`config.mk`:
```
export PLATFORM = sky130hd
export DESIGN_NAME = interp_data_loader
export DESIGN_NICKNAME = d
export VERILOG_FILES = /design/src/rtl/interp_data_loader.sv
export SDC_FILE = /design/constraint.sdc
export NUM_CORES = 1
export LEC_CHECK = 0
export ABC_AREA = 1
export CELL_PAD_IN_SITES_DETAIL_PLACEMENT = 0
export CELL_PAD_IN_SITES_GLOBAL_PLACEMENT = 1
export CORE_ASPECT_RATIO = 0.75
export CORE_UTILIZATION = 35
export CTS_CLUSTER_SIZE = 12
export DETAILED_ROUTE_END_ITERATION = 8
export GPL_ROUTABILITY_DRIVEN = 0
export PLACE_DENSITY_LB_ADDON = 0.15
export RECOVER_POWER = 25
export SETUP_SLACK_MARGIN = 0.05
export SLEW_MARGIN = 20
export SYNTH_ARGS = -nofsm -noshare
export SYNTH_HDL_FRONTEND = slang
export SYNTH_SLANG_ARGS = --single-unit
```
`constraint.sdc`:
```
create_clock -name clk -period 1.7 [get_ports clk]
set_input_delay 0.51 -clock clk [delete_from_list [all_inputs] [get_ports clk]]
set_output_delay 0.51 -clock clk [all_outputs]
set_load 0.005 [all_outputs]
```
`src/rtl/interp_data_loader.sv`:
```
// Streams m, the time points and the u vectors from the host into RAM, then pulses init_sg.
// Optional LOADER_CHECKSUM_EN: a trailing checksum word is checked before init_sg is issued.
module interp_data_loader #(
  parameter int WORD_SIZE     = 16,
  parameter int ADDRESS_WIDTH = 16,
  parameter int MAX_POINTS    = 8,
  parameter int T_BASE        = 1,
  parameter int U_BASE        = 10,
  parameter int U_STRIDE      = 4
) (
  input  logic                     clk,
  input  logic                     rst,
  input  logic                     start,
  input  logic [WORD_SIZE-1:0]     in_data,
  input  logic                     in_valid,
  output logic                     in_ready,
  output logic [ADDRESS_WIDTH-1:0] ram_add,
  output logic [WORD_SIZE-1:0]     ram_data,
  output logic                     mem_write,
  output logic                     init_sg,
  output logic                     busy,
  output logic                     err
);

  localparam int IW = $clog2(MAX_POINTS + 1);
  localparam int CW = (U_STRIDE > 1) ? $clog2(U_STRIDE) : 1;

  typedef enum logic [2:0] {
    S_IDLE = 3'd0,
    S_HDR  = 3'd1,
    S_TIME = 3'd2,
    S_VEC  = 3'd3,
`ifdef LOADER_CHECKSUM_EN
    S_CHK  = 3'd4,
`endif
    S_DONE = 3'd5
  } state_t;

  state_t         state;
  logic [IW-1:0]  idx;
  logic [IW-1:0]  m_last;
  logic [CW-1:0]  comp;
`ifdef LOADER_CHECKSUM_EN
  logic [WORD_SIZE-1:0] sum;
`endif

  logic xfer;
  logic last_comp;
  logic last_idx;

  assign xfer      = in_valid && in_ready;
  assign last_comp = (comp == CW'(U_STRIDE - 1));
  assign last_idx  = (idx == m_last);

  always_ff @(posedge clk or negedge rst) begin
    if (!rst) begin
      state     <= S_IDLE;
      idx       <= '0;
      m_last    <= '0;
      comp      <= '0;
      in_ready  <= 1'b0;
      mem_write <= 1'b0;
      init_sg   <= 1'b0;
      busy      <= 1'b0;
      err       <= 1'b0;
      ram_add   <= '0;
      ram_data  <= '0;
`ifdef LOADER_CHECKSUM_EN
      sum       <= '0;
`endif
    end else begin
      mem_write <= 1'b0;
      init_sg   <= 1'b0;
`ifdef LOADER_CHECKSUM_EN
      if (xfer) sum <= sum + in_data;
`endif
      case (state)
        S_IDLE: begin
          if (start) begin
            state    <= S_HDR;
            in_ready <= 1'b1;
            busy     <= 1'b1;
            err      <= 1'b0;
            idx      <= '0;
            comp     <= '0;
`ifdef LOADER_CHECKSUM_EN
            sum      <= '0;
`endif
          end
        end
        S_HDR: begin
          if (xfer) begin
            if (in_data != '0 && in_data <= WORD_SIZE'(MAX_POINTS)) begin
              m_last    <= IW'(in_data - 1'b1);
              mem_write <= 1'b1;
              ram_add   <= '0;
              ram_data  <= in_data;
              idx       <= '0;
              state     <= S_TIME;
            end else begin
              err      <= 1'b1;
              in_ready <= 1'b0;
              busy     <= 1'b0;
              state    <= S_IDLE;
            end
          end
        end
        S_TIME: begin
          if (xfer) begin
            mem_write <= 1'b1;
            ram_add   <= ADDRESS_WIDTH'(T_BASE) + ADDRESS_WIDTH'(idx);
            ram_data  <= in_data;
            if (last_idx) begin
              idx   <= '0;
              comp  <= '0;
              state <= S_VEC;
            end else begin
              idx <= idx + IW'(1);
            end
          end
        end
        S_VEC: begin
          if (xfer) begin
            mem_write <= 1'b1;
            ram_add   <= ADDRESS_WIDTH'(U_BASE) + ADDRESS_WIDTH'(idx) * ADDRESS_WIDTH'(U_STRIDE)
                         + ADDRESS_WIDTH'(comp);
            ram_data  <= in_data;
            if (last_comp) begin
              comp <= '0;
              if (last_idx) begin
`ifdef LOADER_CHECKSUM_EN
                state <= S_CHK;
`else
                in_ready <= 1'b0;
                state    <= S_DONE;
`endif
              end else begin
                idx <= idx + IW'(1);
              end
            end else begin
              comp <= comp + CW'(1);
            end
          end
        end
`ifdef LOADER_CHECKSUM_EN
        S_CHK: begin
          // The checksum word itself is never written to RAM.
          if (xfer) begin
            in_ready <= 1'b0;
            if (in_data == sum) begin
              state <= S_DONE;
            end else begin
              err   <= 1'b1;
              busy  <= 1'b0;
              state <= S_IDLE;
            end
          end
        end
`endif
        S_DONE: begin
          init_sg <= 1'b1;
          busy    <= 1'b0;
          state   <= S_IDLE;
        end
        default: begin
          in_ready <= 1'b0;
          busy     <= 1'b0;
          state    <= S_IDLE;
        end
      endcase
    end
  end

endmodule

```
==> After elaboration in Yosys (flattened, before gate mapping) <==
Index checks and enable logic that the tools add are counted.
W data, S select, Z words.
{ "totals": {"regBits": 50, "input_bits": 20, "output_inout_bits": 37, "elab_cells": 107} }
{ "op_classes": {"addsub": 6, "n_lt_le_gt_ge": 1, "n_eq_ne": 17, "mux": 50, "bitwise": 2, "reduce_logical": 20} }
{ "op_table": {"columns": ["operator", "n"], "rows": [
  ["$mux W16", 7],
  ["$pmux W16 S3", 1],
  ["$mux W4", 8],
  ["$pmux W16 S2", 1],
  ["$mux W3", 7],
  ["$ne A2 B2 Y1 const B", 10],
  ["$le A16 B4 Y1 const B", 1],
  ["$pmux W4 S4", 1],
  ["$reduce_bool A16 Y1", 1],
  ["$reduce_and A7 Y1", 2],
  ["$mux W1", 13],
  ["$mux W2", 6],
  ["$pmux W3 S4", 1],
  ["$reduce_and A4 Y1", 3],
  ["$reduce_and A5 Y1", 2],
  ["$add A7 B2 Y8", 1],
  ["$reduce_and A8 Y1", 1],
  ["$add A4 B6 Y7 const A", 1],
  ["$eq A3 B2 Y1 const B", 2],
  ["$pmux W2 S3", 1],
  ["$reduce_bool A3 Y1", 2],
  ["$add A1 B4 Y5 const A", 1],
  ["$add A4 B1 Y4 const B", 1],
  ["$eq A4 B4 Y1", 1],
  ["other kinds (16)", 21]
]} }

==> Depth between registers and ports, before layout <==
Gate-level depths: netlist of run 1.
{ "logic_depth": {"depth_word": 5, "depth_mapped": 13, "mapped_depth_nobuf": 12} }

==> Worst setup path after synthesis of run 1 <==
OpenSTA, ideal clock, no wires.
{ "synth_path": {"kind": "in2reg", "start": "in in_data[0]", "end": "reg ram_add[0]", "setup_ps": 124, "t_arrival_ps": 1564, "t_required_ps": 1576, "slack_ps": 12, "path_stages": 13, "path_buffers": 2, "path_cell_list": "inv_1 -> ha_1 -> nand2_1 -> nand2_1 -> nand2_1 -> nor2_2 -> nand2_1 -> nand2_2 -> nand2_2 -> buf_6 -> buf_6 -> nand2_1 -> o21ai_1"} }
{ "synth_between": {"elab_chain_len": 4, "word_cells_on_any_way": 5, "cone_classes": "order compare (1); eq/ne (1); reduce/logical (3)"} }
{ "synth_lines": {"columns": ["item", "line", "rtl"], "rows": [
  ["from (decl)", "14", "input logic [WORD_SIZE-1:0] in_data,"],
  ["$le A16 B4 Y1 / $reduce_bool A16 Y1 (equally long branches)", "93", "if (in_data != '0 && in_data <= WORD_SIZE'(MAX_POINTS)) begin"],
  ["$logic_and A1 B1 Y1 (*)", "93", null],
  ["$ne A2 B2 Y1 (no source line) (*)", null, null],
  ["$reduce_and A5 Y1 (no source line) (*)", null, null],
  ["to (signal assigned)", "111", "ram_add <= ADDRESS_WIDTH'(T_BASE) + ADDRESS_WIDTH'(idx);"],
  ["to (signal assigned)", "125", "ram_add <= ADDRESS_WIDTH'(U_BASE) + ADDRESS_WIDTH'(idx) * ADDRESS_WIDTH'(U_STRIDE)"],
  ["to (decl)", "17", "output logic [ADDRESS_WIDTH-1:0] ram_add,"]
]} }
Every way passes the cells marked *; elsewhere a longest branch is shown, timed or not.
A chain may end at the register's enable or synchronous reset.

==> Final worst setup path of run 1 <==
{ "layout_path": {"start": "in in_data[14]", "end": "reg ram_add[3]"} }
The elaborated chain is that of the path after synthesis.

==> flow_metrics.env, run 1 <==
export IMPL_max_freq_ghz=0.634
export IMPL_final_common_cell="nand2_1"
export IMPL_setup_violations=0
export IMPL_fin_skew_ns=0.00440
export IMPL_finalNetCount=427
export IMPL_clock_sinks=41
export IMPL_synth_top_area_share_pct=44.3
export IMPL_path_class="input port to flip-flop"
export IMPL_clk_latency_ns=0.29
export IMPL_tritoncts="yes"
export IMPL_vias=2214
export IMPL_dpl_hpwl_mm=4.23
export IMPL_cp_data_arrival_time_ns=1.77
export IMPL_cp_start_kind="input port"
export IMPL_ys_ff_latch=41
export IMPL_syn_avg_cell_area_um2=7.59
export IMPL_postRouteAntennaNets=0
export IMPL_ys_seq_area_share_pct=44.3
export IMPL_slew_viol_final=0
export IMPL_die_area_um2=6950
export IMPL_seqCellArea_um2=1030
export IMPL_area_growth_pct=49.7
export IMPL_root_buffer="clkbuf_8"
export IMPL_synth_compound_area_share_pct=9.29
export IMPL_wl_mm=5.99
export IMPL_grt_max_degree=27
export IMPL_synth_edff_count=0
export IMPL_num_rows=25
export IMPL_vias_per_cell=4.58
export IMPL_final_area_um2=3470
export IMPL_final_hold_viol_count=0
export IMPL_first_pass_iters=4
export IMPL_critPathCaptureType="flip-flop"
export IMPL_cts_buffers=5
export IMPL_die_w_um=95.9
export IMPL_grt_overflow=0
export IMPL_cp_cell_sequence="dlygate4sd2_1, nor2_1, nand3_2, nor2_2, nand2_2, nand2_4, nand2_8, buf_12, buf_16, nand2_1, nand2_1"
export IMPL_clk_pin_slew_ns=0.08
export IMPL_wire_per_inst_um=12.4
export IMPL_critPathMaxStageDelay_ns=0.24
export IMPL_netlist_instances=305
export IMPL_finalCritPeriodShare_pct=92.8
export IMPL_drive_above_1_share_pct=27.4
export IMPL_wl_met2_mm=2.63
export IMPL_final_cell_count_no_fill=483
export IMPL_ys_top_cells_by_area="dfrtp_1 (44%), nand2_1 (18%), nand3_1 (4.8%)"
export IMPL_total_leakage_power_nw=1.88
export IMPL_cts_hold_buf=0
export IMPL_grt_pass1_vias=2081
export IMPL_powerDensity_nw_per_um2=1020
export IMPL_synthXorXnorAreaFrac_pct=1.51
export IMPL_antenna_found_initial=0
export IMPL_r2r_end="idx[1]"
export IMPL_highest_layer="met4"
export IMPL_max_cap_violations=0
export IMPL_dr_wl_met3_um=226
export IMPL_synthMuxAreaShare_pct=0
export IMPL_tightest_slew_ns=0.916
export IMPL_synthAdderAreaFrac_pct=3.24
export IMPL_pre_cts_slack_ns=-0.515
export IMPL_coreArea_um2=6350
export IMPL_hold_path_class="input port to async pin"
export IMPL_ys_warn_count=0
export IMPL_cp_required_ns=1.89
export IMPL_io_buffers=47
export IMPL_cp_max_fo=8
export IMPL_synth_ff_type="dfrtp_1"
export IMPL_outcome="complete, no violations"
export IMPL_fin_ws_ns=0.123
export IMPL_cpMaxStageDelayCell="dlygate4sd2_1"
export IMPL_final_min_clock_period_ns=1.58
export IMPL_io_pins=57
export IMPL_fill_cells=608
export IMPL_rsz0062_at_grt="true"
export IMPL_multiInputGateArea_um2=1200
export IMPL_wl_met1_mm=3.10
export IMPL_cts_htree_levels=2
export IMPL_synthSimpleGateAreaFrac_pct=30.5
export IMPL_yosysTopAreaCell="dfrtp_1"
export IMPL_p_total_mw=3.53
export IMPL_timing_slew_headroom_pct=38.9
export IMPL_synthArstFlopShare_pct=100
export IMPL_ctsLongestPathBuffers=2
export IMPL_r2r_slack_ns=0.15
export IMPL_vdd_drop_max_mv=0.541
export IMPL_die_y_um=72.4
export IMPL_yosysUniqueCellTypes=26
export IMPL_grt_pass1_wl_mm=10.3
export IMPL_diodes=0
export IMPL_drtIter0Drc=98
export IMPL_cpMostUsedCell="nand2_1"
export IMPL_start_util_pct=36.5
export IMPL_reg2reg_from="state[1]"
export IMPL_final_cell_mix="nand2_1 (104), buf_4 (40), dfrtp_1 (39)"
export IMPL_gr_usage_all_layers_pct=19.4
export IMPL_placed_cell_area_um2=3080
export IMPL_detail_route_drc_violations=0
export IMPL_syn_area_um2=2320
export IMPL_placedCellCount=457
export IMPL_ff2ff_path_depth=8
export IMPL_synth_top_family_by_area="simple AND/OR/NAND/NOR gates"
-- cell type report --
| cell class | count | share of cell area, % |
|---|---|---|
| clock buffers | 5 | 1.98 |
| clock inverters | 3 | 0.505 |
| inverters | 32 | 3.68 |
| multi-input cells | 223 | 34.5 |
| flip-flops and latches | 41 | 29.7 |
| well taps | 81 | 2.92 |
| repair buffers | 98 | 26.7 |
-- how the worst max path moves through the flow --
stage,from,end,cells past startpoint
2_1_floorplan,in_data[0],ram_add[0],13
3_3_place_gp,in_data[1],ram_data[10],13
3_5_place_dp,in_data[1],ram_data[11],13
4_1_cts,in_data[0],idx[3],14
5_1_grt,idx[1],idx[2],9
6_report,in_data[14],ram_add[3],11
-- cell usage after synthesis (4+ instances only) --
cell        n
nand2_1   112
dfrtp_1    41
o21ai_1     9
nand3_1    22
o21ai_2     4
inv_1      29
o21ai_0    15
o21bai_1    4
ha_1        6
nand2_2     4
buf_4      12
nor2_1     17
-- where the power goes --
part	internal, mW	leakage (nW)	switching (mW)
combinational	0.819	1.30	0.743
clock	0.284	0.0439	0.355
sequential	1.20	0.540	0.128
total	2.30	1.88	1.23
-- layer usage --
metal,global-route usage [%],vias to the layer above
met5,0,-
met4,3.48,0
met3,3.46,4
met2,27.2,51
met1,30.8,1023
li1,-,1136
-- registers in the layout, summed over array words and instances, names as in the netlist, 2 cells and up --
| register | count |
|---|---|
| ram_data | 16 |
| ram_add | 7 |
| idx | 4 |
| m_last | 4 |
| state | 3 |
| comp | 2 |
-- stage by stage --
step | hold slack, ns | setup TNS (ns) | util (%)
after floorplan | 0.214 | 0 | -
after global placement | 0.464 | -15.31 | 48.5
after detailed placement | 0.456 | -16.06 | 48.5
after CTS | 0.136 | 0 | 53.7
after global routing | 0.390 | 0 | 54.6
final | 0.318 | 0 | 54.6
-- kinds of logic after synthesis --
group	count (synthesis)
simple gates	167
fa+ha+maj	6
xor+xnor	4
compound gates	37
buf+inv	49
flops	41
other cells	1
-- worst max-delay path, delay by kind of cell --
kind / cells / cell delay, ns
AND/OR/NAND/NOR: 8 / 0.74
buffers and inverters: 3 / 0.53
-- repair_timing --
item                       CTS  global route
cloned                       3             0
resized for setup           71            34
setup endpoints to repair   61            37
setup buffers               16             1
pin swaps                   17            16
(Power assumes the default switching activity.)
==> run 2, diff against run 1 <==
--- a/config.mk
+++ b/config.mk
@@ -9,7 +9,9 @@
 export CELL_PAD_IN_SITES_DETAIL_PLACEMENT = 0
 export CELL_PAD_IN_SITES_GLOBAL_PLACEMENT = 1
 export CORE_ASPECT_RATIO = 0.75
+export CORE_MARGIN = 3
 export CORE_UTILIZATION = 35
+export CTS_CLUSTER_DIAMETER = 50
 export CTS_CLUSTER_SIZE = 12
 export DETAILED_ROUTE_END_ITERATION = 8
 export GPL_ROUTABILITY_DRIVEN = 0
==> flow_metrics.env, run 2 (same netlist as run 1, synthesis figures left out) <==
export IMPL_outcome="complete, no violations"
export IMPL_fill_cells=607
export IMPL_io_buffers=47
export IMPL_finalNetCount=431
export IMPL_wl_mm=6.15
export IMPL_grt_max_degree=28
export IMPL_clk_latency_ns=0.29
export IMPL_wire_per_inst_um=12.6
export IMPL_pwr_share_comb_pct=42.6
export IMPL_path_class="input port to flip-flop"
export IMPL_timing_slew_headroom_pct=40.2
export IMPL_final_min_clock_period_ns=1.62
export IMPL_fin_skew_ns=0.00850
export IMPL_cp_start_kind="input port"
export IMPL_cts_buffers=5
export IMPL_die_y_um=76.4
export IMPL_final_common_cell="nand2_1"
export IMPL_total_leakage_power_nw=1.94
export IMPL_top_register="ram_data"
export IMPL_rsz0062_at_grt="true"
export IMPL_hold_path_class="input port to async pin"
export IMPL_postRouteAntennaNets=0
export IMPL_max_freq_ghz=0.617
export IMPL_antenna_found_initial=0
export IMPL_vias_per_cell=4.59
export IMPL_final_area_um2=3450
export IMPL_grt_pass1_vias=2058
export IMPL_io_pins=57
export IMPL_root_buffer="clkbuf_8"
export IMPL_ctsLongestPathBuffers=2
export IMPL_vias=2235
export IMPL_cp_cell_sequence="dlygate4sd2_1, nor2_1, nand3_2, nor2_4, nand2_2, buf_4, a21oi_1, buf_4, nand3_1, nand2_1"
export IMPL_cpMaxStageDelayCell="dlygate4sd2_1"
export IMPL_setup_violations=0
export IMPL_drive_above_1_share_pct=26.8
export IMPL_tritoncts="yes"
export IMPL_startpoint="in_data[10]"
export IMPL_critPathMaxStageDelay_ns=0.25
export IMPL_clk_pin_slew_ns=0.08
export IMPL_cp_data_arrival_time_ns=1.85
export IMPL_p_total_mw=3.40
export IMPL_powerDensity_nw_per_um2=986
export IMPL_die_w_um=99.9
export IMPL_crit_cells=10
export IMPL_detail_route_drc_violations=0
export IMPL_clock_sinks=41
export IMPL_p_sw_share_pct=34.4
export IMPL_final_cell_mix="nand2_1 (105), buf_4 (47), dfrtp_1 (38)"
export IMPL_placed_cell_area_um2=3060
export IMPL_grt_pass1_wl_mm=10.0
export IMPL_vdd_drop_max_mv=0.513
export IMPL_first_pass_iters=4
export IMPL_power_net_switching_mw=1.17
export IMPL_cp_required_ns=1.93
export IMPL_crit_buf_inv=3
export IMPL_cp_max_fo=4
export IMPL_slew_viol_final=0
export IMPL_start_util_pct=36.5
export IMPL_crit_family="simple AND/OR/NAND/NOR gates"
export IMPL_grt_overflow=0
export IMPL_ff2ff_path_depth=10
export IMPL_dpl_hpwl_mm=4.41
export IMPL_finalCritPeriodShare_pct=95.4
export IMPL_p_int_mw=2.23
export IMPL_num_rows=25
export IMPL_critPathCaptureType="flip-flop"
export IMPL_drtIter0Drc=82
export IMPL_power_share_clock_pct=18.5
export IMPL_largest_reg_flops=16
export IMPL_cts_htree_levels=2
export IMPL_diodes=0
export IMPL_gr_usage_all_layers_pct=16.6
export IMPL_max_cap_violations=0
export IMPL_reg2reg_from="state[1]"
export IMPL_tightest_slew_ns=0.897
export IMPL_area_growth_pct=49.0
export IMPL_sequentialPowerShare_pct=38.9
export IMPL_cpMostUsedCell="buf_4"
export IMPL_reg_largest_list="ram_data x16, ram_add x7"
export IMPL_die_area_um2=7640
export IMPL_final_hold_viol_count=0
export IMPL_coreArea_um2=6350
[run 2: changes by cell type in the layout (fill, tap and decap cells not counted), sizes merged]
cell,previous run,this run
dlymetal6s2s,2,6
clkdlybuf4s15,5,0
buf,52,54
dlygate4sd2,35,37
bufbuf,0,1
[run 2: path summary, 6_finish.rpt]
kind                          endpoint  slack [ns]
setup / recovery                idx[1]        0.08
hold / removal              ram_add[4]        0.31
setup reg to reg           ram_data[9]        0.14
hold reg to reg            ram_data[6]        0.48
max in group asynchronous     in_ready        0.74
min in group clk             m_last[0]        0.44
[run 2: per-stage QoR]
stage / cells / TNS, ns / setup slack (ns) / util [%] / hold WS (ns)
floorplan: 313 / 0 / 0.0506 / - / 0.214
global placement: 456 / -15.11 / -0.471 / 48.2 / 0.461
detailed placement: 456 / -15.65 / -0.506 / 48.2 / 0.457
CTS: 484 / 0 / 0.00270 / 52.7 / 0.130
global route: 487 / 0 / 0.0323 / 54.3 / 0.387
finish: 487 / 0 / 0.0782 / 54.3 / 0.310
[run 2: power groups by stage]
stage               clock (mW)  combinational, mW  sequential [mW]
floorplan                    0              0.556             1.36
global placement             0               1.33             1.34
detailed placement           0               1.34             1.33
CTS                      0.657               1.37             1.31
global route             0.696               1.59             1.36
finish                   0.628               1.45             1.32
[run 2: area by class of cell]
cell class              instances  area, um2  area share (%)
clock buffers                   5       68.8            1.99
inverters                      32        128            3.70
multi-input cells             223       1180            34.1
well taps                      81        101            2.94
flip-flops and latches         41       1030            29.8
repair buffers                102        930            26.9
clock inverters                 3       17.5           0.508
[run 2: what timing repair did]
action / in CTS / in global routing
buffers inserted: 18 / 3
hold buffers: 0 / 0
gates resized for setup: 52 / 35
setup endpoints to repair: 59 / 39
pin swaps: 10 / 7
gates cloned: 2 / 0
[run 2: metal layers]
layer | global-route usage [%] | share of wire [%] | vias up
li1 | - | - | 1137
met1 | 24.8 | 51 | 1047
met2 | 23.8 | 44 | 45
met3 | 3.39 | 3.9 | 6
met4 | 4.91 | 0.94 | 0
met5 | 0 | 0 | -
